--- src/rtl/spike_decoder.sv ---
// spike_decoder: receiving end of a neuron spike link.
// Rebuilds a 4-bit leaky synaptic current from the incoming spike train.
// Counts spikes over fixed back-to-back windows. Each window result is
// offered on a valid/ready handshake, and a sticky overrun flag records
// any result that had to be dropped.
module spike_decoder #(
  parameter int WINDOW = 16,
  parameter int CNT_W  = 5
) (
  input  logic             clk,
  input  logic             reset,
  input  logic             spike_in,
  input  logic [3:0]       weight,
  output logic [3:0]       current_out,
  output logic [CNT_W-1:0] rate_out,
  output logic             rate_valid,
  input  logic             rate_ready,
  output logic             overrun
);

  localparam int WIN_W = (WINDOW > 1) ? $clog2(WINDOW) : 1;
  localparam logic [WIN_W-1:0] WIN_LAST = WIN_W'(WINDOW - 1);
  localparam logic [CNT_W-1:0] CNT_MAX  = {CNT_W{1'b1}};

  typedef enum logic [0:0] {
    ST_IDLE  = 1'b0,
    ST_VALID = 1'b1
  } hs_state_t;

  // Synaptic current path
  logic [3:0]       syn_r;
  logic [4:0]       sum_s;
  logic [3:0]       syn_nxt_s;

  // Window counting
  logic [WIN_W-1:0] win_cnt_r;
  logic [WIN_W-1:0] win_cnt_nxt_s;
  logic [CNT_W-1:0] spk_cnt_r;
  logic [CNT_W-1:0] spk_cnt_nxt_s;
  logic [CNT_W-1:0] final_cnt_s;
  logic             close_s;

  // Handshake
  hs_state_t        state_r;
  hs_state_t        state_nxt_s;
  logic             xfer_s;
  logic [CNT_W-1:0] rate_r;
  logic [CNT_W-1:0] rate_nxt_s;
  logic             overrun_r;
  logic             overrun_nxt_s;

  // Leaky integration: halve the old current, add the weight on a spike, clamp at 15
  always_comb begin
    sum_s     = 5'd0;
    syn_nxt_s = 4'd0;
    if (spike_in) begin
      sum_s = {2'b00, syn_r[3:1]} + {1'b0, weight};
    end else begin
      sum_s = {2'b00, syn_r[3:1]};
    end
    if (sum_s > 5'd15) begin
      syn_nxt_s = 4'd15;
    end else begin
      syn_nxt_s = sum_s[3:0];
    end
  end

  // Synaptic current register
  always_ff @(posedge clk or posedge reset) begin
    if (reset) begin
      syn_r <= 4'd0;
    end else begin
      syn_r <= syn_nxt_s;
    end
  end

  // Window close detection and saturating spike count including this edge's spike
  always_comb begin
    close_s       = (win_cnt_r == WIN_LAST);
    final_cnt_s   = spk_cnt_r;
    win_cnt_nxt_s = win_cnt_r;
    spk_cnt_nxt_s = spk_cnt_r;
    if (spike_in && (spk_cnt_r != CNT_MAX)) begin
      final_cnt_s = spk_cnt_r + {{(CNT_W-1){1'b0}}, 1'b1};
    end else begin
      final_cnt_s = spk_cnt_r;
    end
    if (close_s) begin
      win_cnt_nxt_s = {WIN_W{1'b0}};
      spk_cnt_nxt_s = {CNT_W{1'b0}};
    end else begin
      win_cnt_nxt_s = win_cnt_r + {{(WIN_W-1){1'b0}}, 1'b1};
      spk_cnt_nxt_s = final_cnt_s;
    end
  end

  // Window and spike counters; windows never stall on back-pressure
  always_ff @(posedge clk or posedge reset) begin
    if (reset) begin
      win_cnt_r <= {WIN_W{1'b0}};
      spk_cnt_r <= {CNT_W{1'b0}};
    end else begin
      win_cnt_r <= win_cnt_nxt_s;
      spk_cnt_r <= spk_cnt_nxt_s;
    end
  end

  assign xfer_s = (state_r == ST_VALID) && rate_ready;

  // Handshake state register
  always_ff @(posedge clk or posedge reset) begin
    if (reset) begin
      state_r <= ST_IDLE;
    end else begin
      state_r <= state_nxt_s;
    end
  end

  // Handshake next state: a close while VALID keeps VALID whether the new result is loaded or dropped
  always_comb begin
    state_nxt_s = state_r;
    case (state_r)
      ST_IDLE: begin
        if (close_s) begin
          state_nxt_s = ST_VALID;
        end else begin
          state_nxt_s = ST_IDLE;
        end
      end
      ST_VALID: begin
        if (xfer_s && !close_s) begin
          state_nxt_s = ST_IDLE;
        end else begin
          state_nxt_s = ST_VALID;
        end
      end
      default: begin
        state_nxt_s = ST_IDLE;
      end
    endcase
  end

  // Handshake outputs: load a result when the slot is free or freed this edge, else flag overrun
  always_comb begin
    rate_nxt_s    = rate_r;
    overrun_nxt_s = overrun_r;
    case (state_r)
      ST_IDLE: begin
        if (close_s) begin
          rate_nxt_s = final_cnt_s;
        end else begin
          rate_nxt_s = rate_r;
        end
      end
      ST_VALID: begin
        if (close_s && xfer_s) begin
          rate_nxt_s = final_cnt_s;
        end else if (close_s) begin
          overrun_nxt_s = 1'b1;
        end else begin
          rate_nxt_s = rate_r;
        end
      end
      default: begin
        rate_nxt_s    = rate_r;
        overrun_nxt_s = overrun_r;
      end
    endcase
  end

  // Result and sticky overrun registers; overrun clears only on reset
  always_ff @(posedge clk or posedge reset) begin
    if (reset) begin
      rate_r    <= {CNT_W{1'b0}};
      overrun_r <= 1'b0;
    end else begin
      rate_r    <= rate_nxt_s;
      overrun_r <= overrun_nxt_s;
    end
  end

  assign current_out = syn_r;
  assign rate_out    = rate_r;
  assign rate_valid  = (state_r == ST_VALID);
  assign overrun     = overrun_r;

endmodule

--- config.mk ---
export PLATFORM = sky130hd
export DESIGN_NAME = spike_decoder
export DESIGN_NICKNAME = d
export VERILOG_FILES = /design/src/rtl/spike_decoder.sv
export SDC_FILE = /design/constraint.sdc
export NUM_CORES = 1
export LEC_CHECK = 0
export ABC_AREA = 1
export BUFFER_PORTS_ARGS = -buffer_cell sky130_fd_sc_hd__buf_2
export CORE_AREA = 2 2 47 49
export CTS_CLUSTER_SIZE = 8
export DETAILED_ROUTE_END_ITERATION = 8
export DIE_AREA = 0 0 49 51
export PLACE_DENSITY = 0.75
export SKIP_CTS_REPAIR_TIMING = 1
export SLEW_MARGIN = 20
export SYNTH_ARGS = -nofsm -noshare
export SYNTH_HDL_FRONTEND = slang
export SYNTH_SLANG_ARGS = --single-unit
--- constraint.sdc ---
create_clock -name clk -period 1.8 [get_ports clk]
set_input_delay 0.09 -clock clk [delete_from_list [all_inputs] [get_ports clk]]
set_output_delay 0.09 -clock clk [all_outputs]
set_load 0.1 [all_outputs]
Yosys cells after proc, flatten, opt, wreduce, memory -nomap -nowiden
Index checks and enable logic that the tools add are counted.
{"block": "word_totals", "latchBits": 0, "output_inout_bits": 11, "wordCells": 34, "in_bits": 8, "mem_bits_rw": 0, "mem_bits_ro": 0, "n_memories": 0, "reg_bits": 20}
{"block": "classes", "bitwise_logic": 2, "add_sub_neg": 3, "multipliers": 0, "n_eq_ne": 4, "n_mux": 11, "shifts": 0, "n_lt_le_gt_ge": 1, "reduce_logical": 7, "div_mod_pow": 0}
{"operator": "5-bit 2-to-1 mux", "n": 5}
{"operator": "5-bit one-hot mux with 2 select lines", "n": 1}
{"operator": "4-bit 2-to-1 mux", "n": 2}
{"operator": "3-bit by 4-bit adder with 5-bit output", "n": 1}
{"operator": "5-bit by 1-bit adder with 5-bit output, second input constant", "n": 1}
{"operator": "5-bit by 4-bit greater-than comparator with 1-bit output, second input constant", "n": 1}
{"operator": "5-bit != test, second input constant", "n": 1}
{"operator": "4-bit by 1-bit adder with 4-bit output, second input constant", "n": 1}
{"operator": "4-bit == test, second input constant", "n": 1}
{"operator": "1-bit logical AND", "n": 4}
{"operator": "3-bit AND reduction", "n": 1}
{"operator": "1-bit 2-to-1 mux", "n": 2}
{"operator": "2-bit by 1-bit != test with 1-bit output, second input constant", "n": 1}
{"operator": "2-bit != test, second input constant", "n": 1}
{"operator": "1-bit inverter", "n": 2}
{"operator": "1-bit one-hot mux with 2 select lines", "n": 1}
{"operator": "2-bit AND reduction", "n": 1}
{"operator": "1-bit zero test", "n": 1}

Logic depth before layout (Yosys ltp)
{"block": "depth", "word_depth": 5, "mapped_depth": 11, "mapped_depth_nobuf": 11}

Worst setup path after synthesis
No wires, ideal clock.
{"block": "synth_path", "path_kind": "reg-to-reg", "from": "register syn_r[1], in the netlist current_out[1]", "to": "register syn_r[3], in the netlist current_out[3]", "setup_time_ns": 0.084, "t_arrival_ns": 1.978, "setup_slack_ns": -0.262, "period_less_slack_ns": 2.062, "path_stages_with_launch": 9, "cell_sequence": "dfrtp_1 ha_1 inv_1 fa_1 inv_1 nand2_1 nand3_1 nand2_1 a21boi_0"}
{"block": "synth_between", "elab_chain_cells": 4}
{"element": "from (decl)", "line_no": "31", "source": "logic [3:0] syn_r;"}
{"element": "from (signal assigned)", "line_no": "73", "source": "syn_r <= syn_nxt_s;"}
{"element": "3-bit by 4-bit adder with 5-bit output", "line_no": "57", "source": "sum_s = {2'b00, syn_r[3:1]} + {1'b0, weight};"}
{"element": "5-bit 2-to-1 mux *", "line_no": "56", "source": "if (spike_in) begin"}
{"element": "5-bit by 4-bit greater-than comparator with 1-bit output", "line_no": "61", "source": "if (sum_s > 5'd15) begin"}
{"element": "4-bit 2-to-1 mux *", "line_no": "61"}
{"element": "net syn_nxt_s[3]", "line_no": "33", "source": "logic [3:0] syn_nxt_s;"}
The timed path passes the listed nets; every way through them passes the cells marked *.
A chain may end at the register's enable or synchronous reset.

Final worst setup path
{"block": "layout_path", "from": "register spk_cnt_r[0]", "to": "register rate_r[2], in the netlist rate_out[2]"}
{"block": "layout_between", "elab_chain_cells": 5}
{"element": "from (decl)", "line_no": "38", "source": "logic [CNT_W-1:0] spk_cnt_r;"}
{"element": "from (signal assigned)", "line_no": "101", "source": "spk_cnt_r <= {CNT_W{1'b0}};"}
{"element": "from (signal assigned)", "line_no": "104", "source": "spk_cnt_r <= spk_cnt_nxt_s;"}
{"element": "parallel branches: the longest is 2 deep, another holds 5-bit by 1-bit adder with 5-bit output"}
{"element": "5-bit 2-to-1 mux *", "line_no": "83", "source": "if (spike_in && (spk_cnt_r != CNT_MAX)) begin"}
{"element": "5-bit 2-to-1 mux (on tied branches)", "line_no": "156, 149"}
{"element": "5-bit one-hot mux with 2 select lines *", "line_no": "147", "source": "case (state_r)"}
{"element": "to (signal assigned)", "line_no": "174", "source": "rate_r <= {CNT_W{1'b0}};"}
{"element": "to (signal assigned)", "line_no": "177", "source": "rate_r <= rate_nxt_s;"}
{"element": "to (decl)", "line_no": "47", "source": "logic [CNT_W-1:0] rate_r;"}
Mark *: on every way between the ends. The select of a mux whose other input is x is not followed.

==> results.yml <==
placement:
  placedInstanceArea_um2: 1130
  port-buffer-count: 18
  place.gp.congestion: 0.772
  dpl.hpwl_um: 1360
floorplanning:
  ios: 19
  die_w_um: 49
  dieHeight_um: 51
  initial_core_util_pct: 49.3
  die_area_um2: 2500
  row_count: 17
  coreArea_um2: 2060
sta:
  setup-tns-final_ps: 0
  unrepaired_setup_endpoints_after_global_routing: "false"
  slew-limit-headroom_pct: 50.1
  final.min_clock_period_ps: 1620
  timing.final.crit_share_pct: 90.1
  timing.final.max_slew_violations: 0
  fin_worst_skew_ps: 4.03
  holdWs_ps: 81.2
  worst_pin_slew_ps: 748
  max_freq_mhz: 617
  final-setup-viol-count: 0
  finalHoldViolCount: 0
cells_and_area:
  area_delta_synth_final_pct: 15.1
  final.fill_count: 192
  area.sequential_um2: 504
  diodes: 0
  num-nets-final: 145
  drive_above_1_share_pct: 24.8
  footprint_of_the_multi_input_gates_um2: 438
  design_area_um2: 1170
clocking:
  worstSkewPairLatency_ps: 290
  h-tree-depth: 1
  tritoncts_clock_tree: "yes"
  numCtsBuffers: 3
  clk_path_buf_depth: 2
  numClockSinks: 20
  clk_root_buffer_cell: "clkbuf_4"
  clk_pin_slew_worst_paths_ps: 110
yosys:
  ys_ff_latch: 20
  mappedNetlistNets: 122
  ys.warnings.count: 0
  gate_count_of_the_mapped_netlist: 107
  sequential_cell_area_fraction_in_the_yosys_report_pct: 49.2
  mapped_cell_area_um2: 1020
  post_synth_num_cell_types: 25
  avgSynthCellArea_um2: 9.51
grt:
  globalRoute.totalOverflow: 0
  gr-usage-all-layers_pct: 16.0
  first_global_vias: 712
  grt_start_max_net_pins: 21
  first_pass_grt_wire_length_um: 2990
  number_of_antenna_violations_at_the_first_check_in_global_routing: 0
power:
  power_w: 0.00173
  power_density_relative_to_cell_area_nw_per_um2: 1470
  max-vdd-ir-drop_mv: 0.936
  static-leakage-power_nw: 0.624
worst_hold_path:
  class_of_the_tightest_hold_or_removal_check: "in -> reg"
setup_path:
  cp_data_arrival_time_ps: 1810
  setup.worst_path.end_class: "flip-flop"
  crit_type: "reg -> reg"
  timing.critical_path.from_type: "flip-flop"
  critical_path_peak_fanout: 6
  slack_of_the_worst_reg_to_reg_path_ps: 180
  worst-endpoint-required_ps: 1990
outcome:
  outcome: "finished clean"
detailed_routing:
  route.final.wire_length_um: 1680
  drt_pre_antenna_iters: 3
  drc: 0
  drt_first_iter_violations: 8
  ant_nets: 0
  vias: 741
  routed_wl_per_cell_um: 10.7
  routed_via_density: 4.72
flow_run:
  max_capacitance_violation_count: 0
==> cell usage in the layout, fill, tap and decap left out, drive strengths merged <==
cell and n:
nand2 25, xor2 3, fa 1, mux2i 1
o21ai 7, dfrtp 20, buf 18, nand3 7
nand4 2, a21oi 2, nor3 1, a21boi 1
o221ai 1, o21bai 2, or2 1, inv 18
dlygate4sd3 1, clkbuf 4, ha 6, nor2 8
==> layout make-up <==
type | instances | share of cell area [%]
Tap cell | 28 | 2.99
Timing Repair Buffer | 19 | 8.55
Clock buffer | 4 | 2.24
Multi-Input combinational cell | 68 | 37.4
Inverter | 18 | 5.77
Sequential cell | 20 | 43.1
==> state kept, by name (all words and copies together), names as in the netlist <==
signal / count
spk_cnt_r: 5
current_out: 4
rate_out: 5
win_cnt_r: 4
rate_valid: 1
overrun: 1
==> layer usage <==
metal | GRT usage [%] | up-vias | wire, µm
met5 | 0 | - | 0
li1 | - | 389 | -
met2 | 27.9 | 7 | 808
met3 | 1.75 | 4 | 32
met4 | 8.57 | 0 | 29
met1 | 19.7 | 341 | 811
==> power by group <==
group / total [W] / switching [W] / internal [W]
combinational: 0.000925 / 0.000783 / 0.000142
sequential: 0.000589 / 0.0000491 / 0.000540
clock: 0.000212 / 0.000126 / 0.0000861
total: 0.00173 / 0.000958 / 0.000768
==> cell usage after synthesis <==
master     n  area share [%]
inv_2      1            0.37
a21boi_0   1            0.74
fa_1       1             2.0
o21bai_1   1            0.74
o21ai_0    3             1.5
nor2_4     1             1.1
nand3_1    5             2.5
dfrtp_1   20              49
o21ai_1    3             1.5
nand2_4    1             1.1
o21ai_2    1            0.86
nor3_1     1            0.49
a21oi_1    2            0.98
nand2_1   24             8.9
inv_1     17             6.3
mux2i_1    1            0.98
or2_1      1            0.62
nor2_1     7             2.6
xor2_1     3             2.6
ha_1       6             7.4
o221ai_1   1            0.86
nand4_1    2             1.2
nand3_4    2             3.4
buf_6      1             1.1
o21bai_2   1             1.1
==> stage by stage <==
| step | std cells | worst slack, ps | utilization [%] |
|---|---|---|---|
| after floorplan | 107 | 32.4 | - |
| after global placement | 152 | 162 | 55.0 |
| after detailed placement | 152 | 77.0 | 55.0 |
| after CTS | 156 | 58.4 | 56.3 |
| after global routing | 157 | 44.7 | 56.8 |
| final | 157 | 179 | 56.8 |
==> cell families (layout without fill, tap and decap cells) <==
group	Yosys count	after routing	synth area share (%)
fa+ha+maj	7	7	9.35
buf+inv	19	41	7.75
mux	1	1	0.984
xor+xnor	3	3	2.58
flops	20	20	49.2
compound gates	13	13	8.24
simple gates	44	44	21.9
==> critical path, stage by stage (launching register included) <==
cell	delay, ps
dfrtp_1	450
ha_1	240
inv_1	100
nor3_1	60
ha_1	180
inv_2	100
nand2_4	80
o21ai_2	140
nand2_1	70
nand2_1	50
nand2_1	50
==> path summary, 6_finish.rpt <==
kind	startpoint	to	cells after the start
min reg2reg	overrun	overrun	1
max in group asynchronous	reset	current_out[3]	3
max reg2reg	spk_cnt_r[0]	rate_out[2]	10
min in group asynchronous	reset	win_cnt_r[0]	3
max	spk_cnt_r[0]	rate_out[2]	10
min	rate_ready	rate_valid	4
No activity file was read; power rests on OpenSTA's default activity.
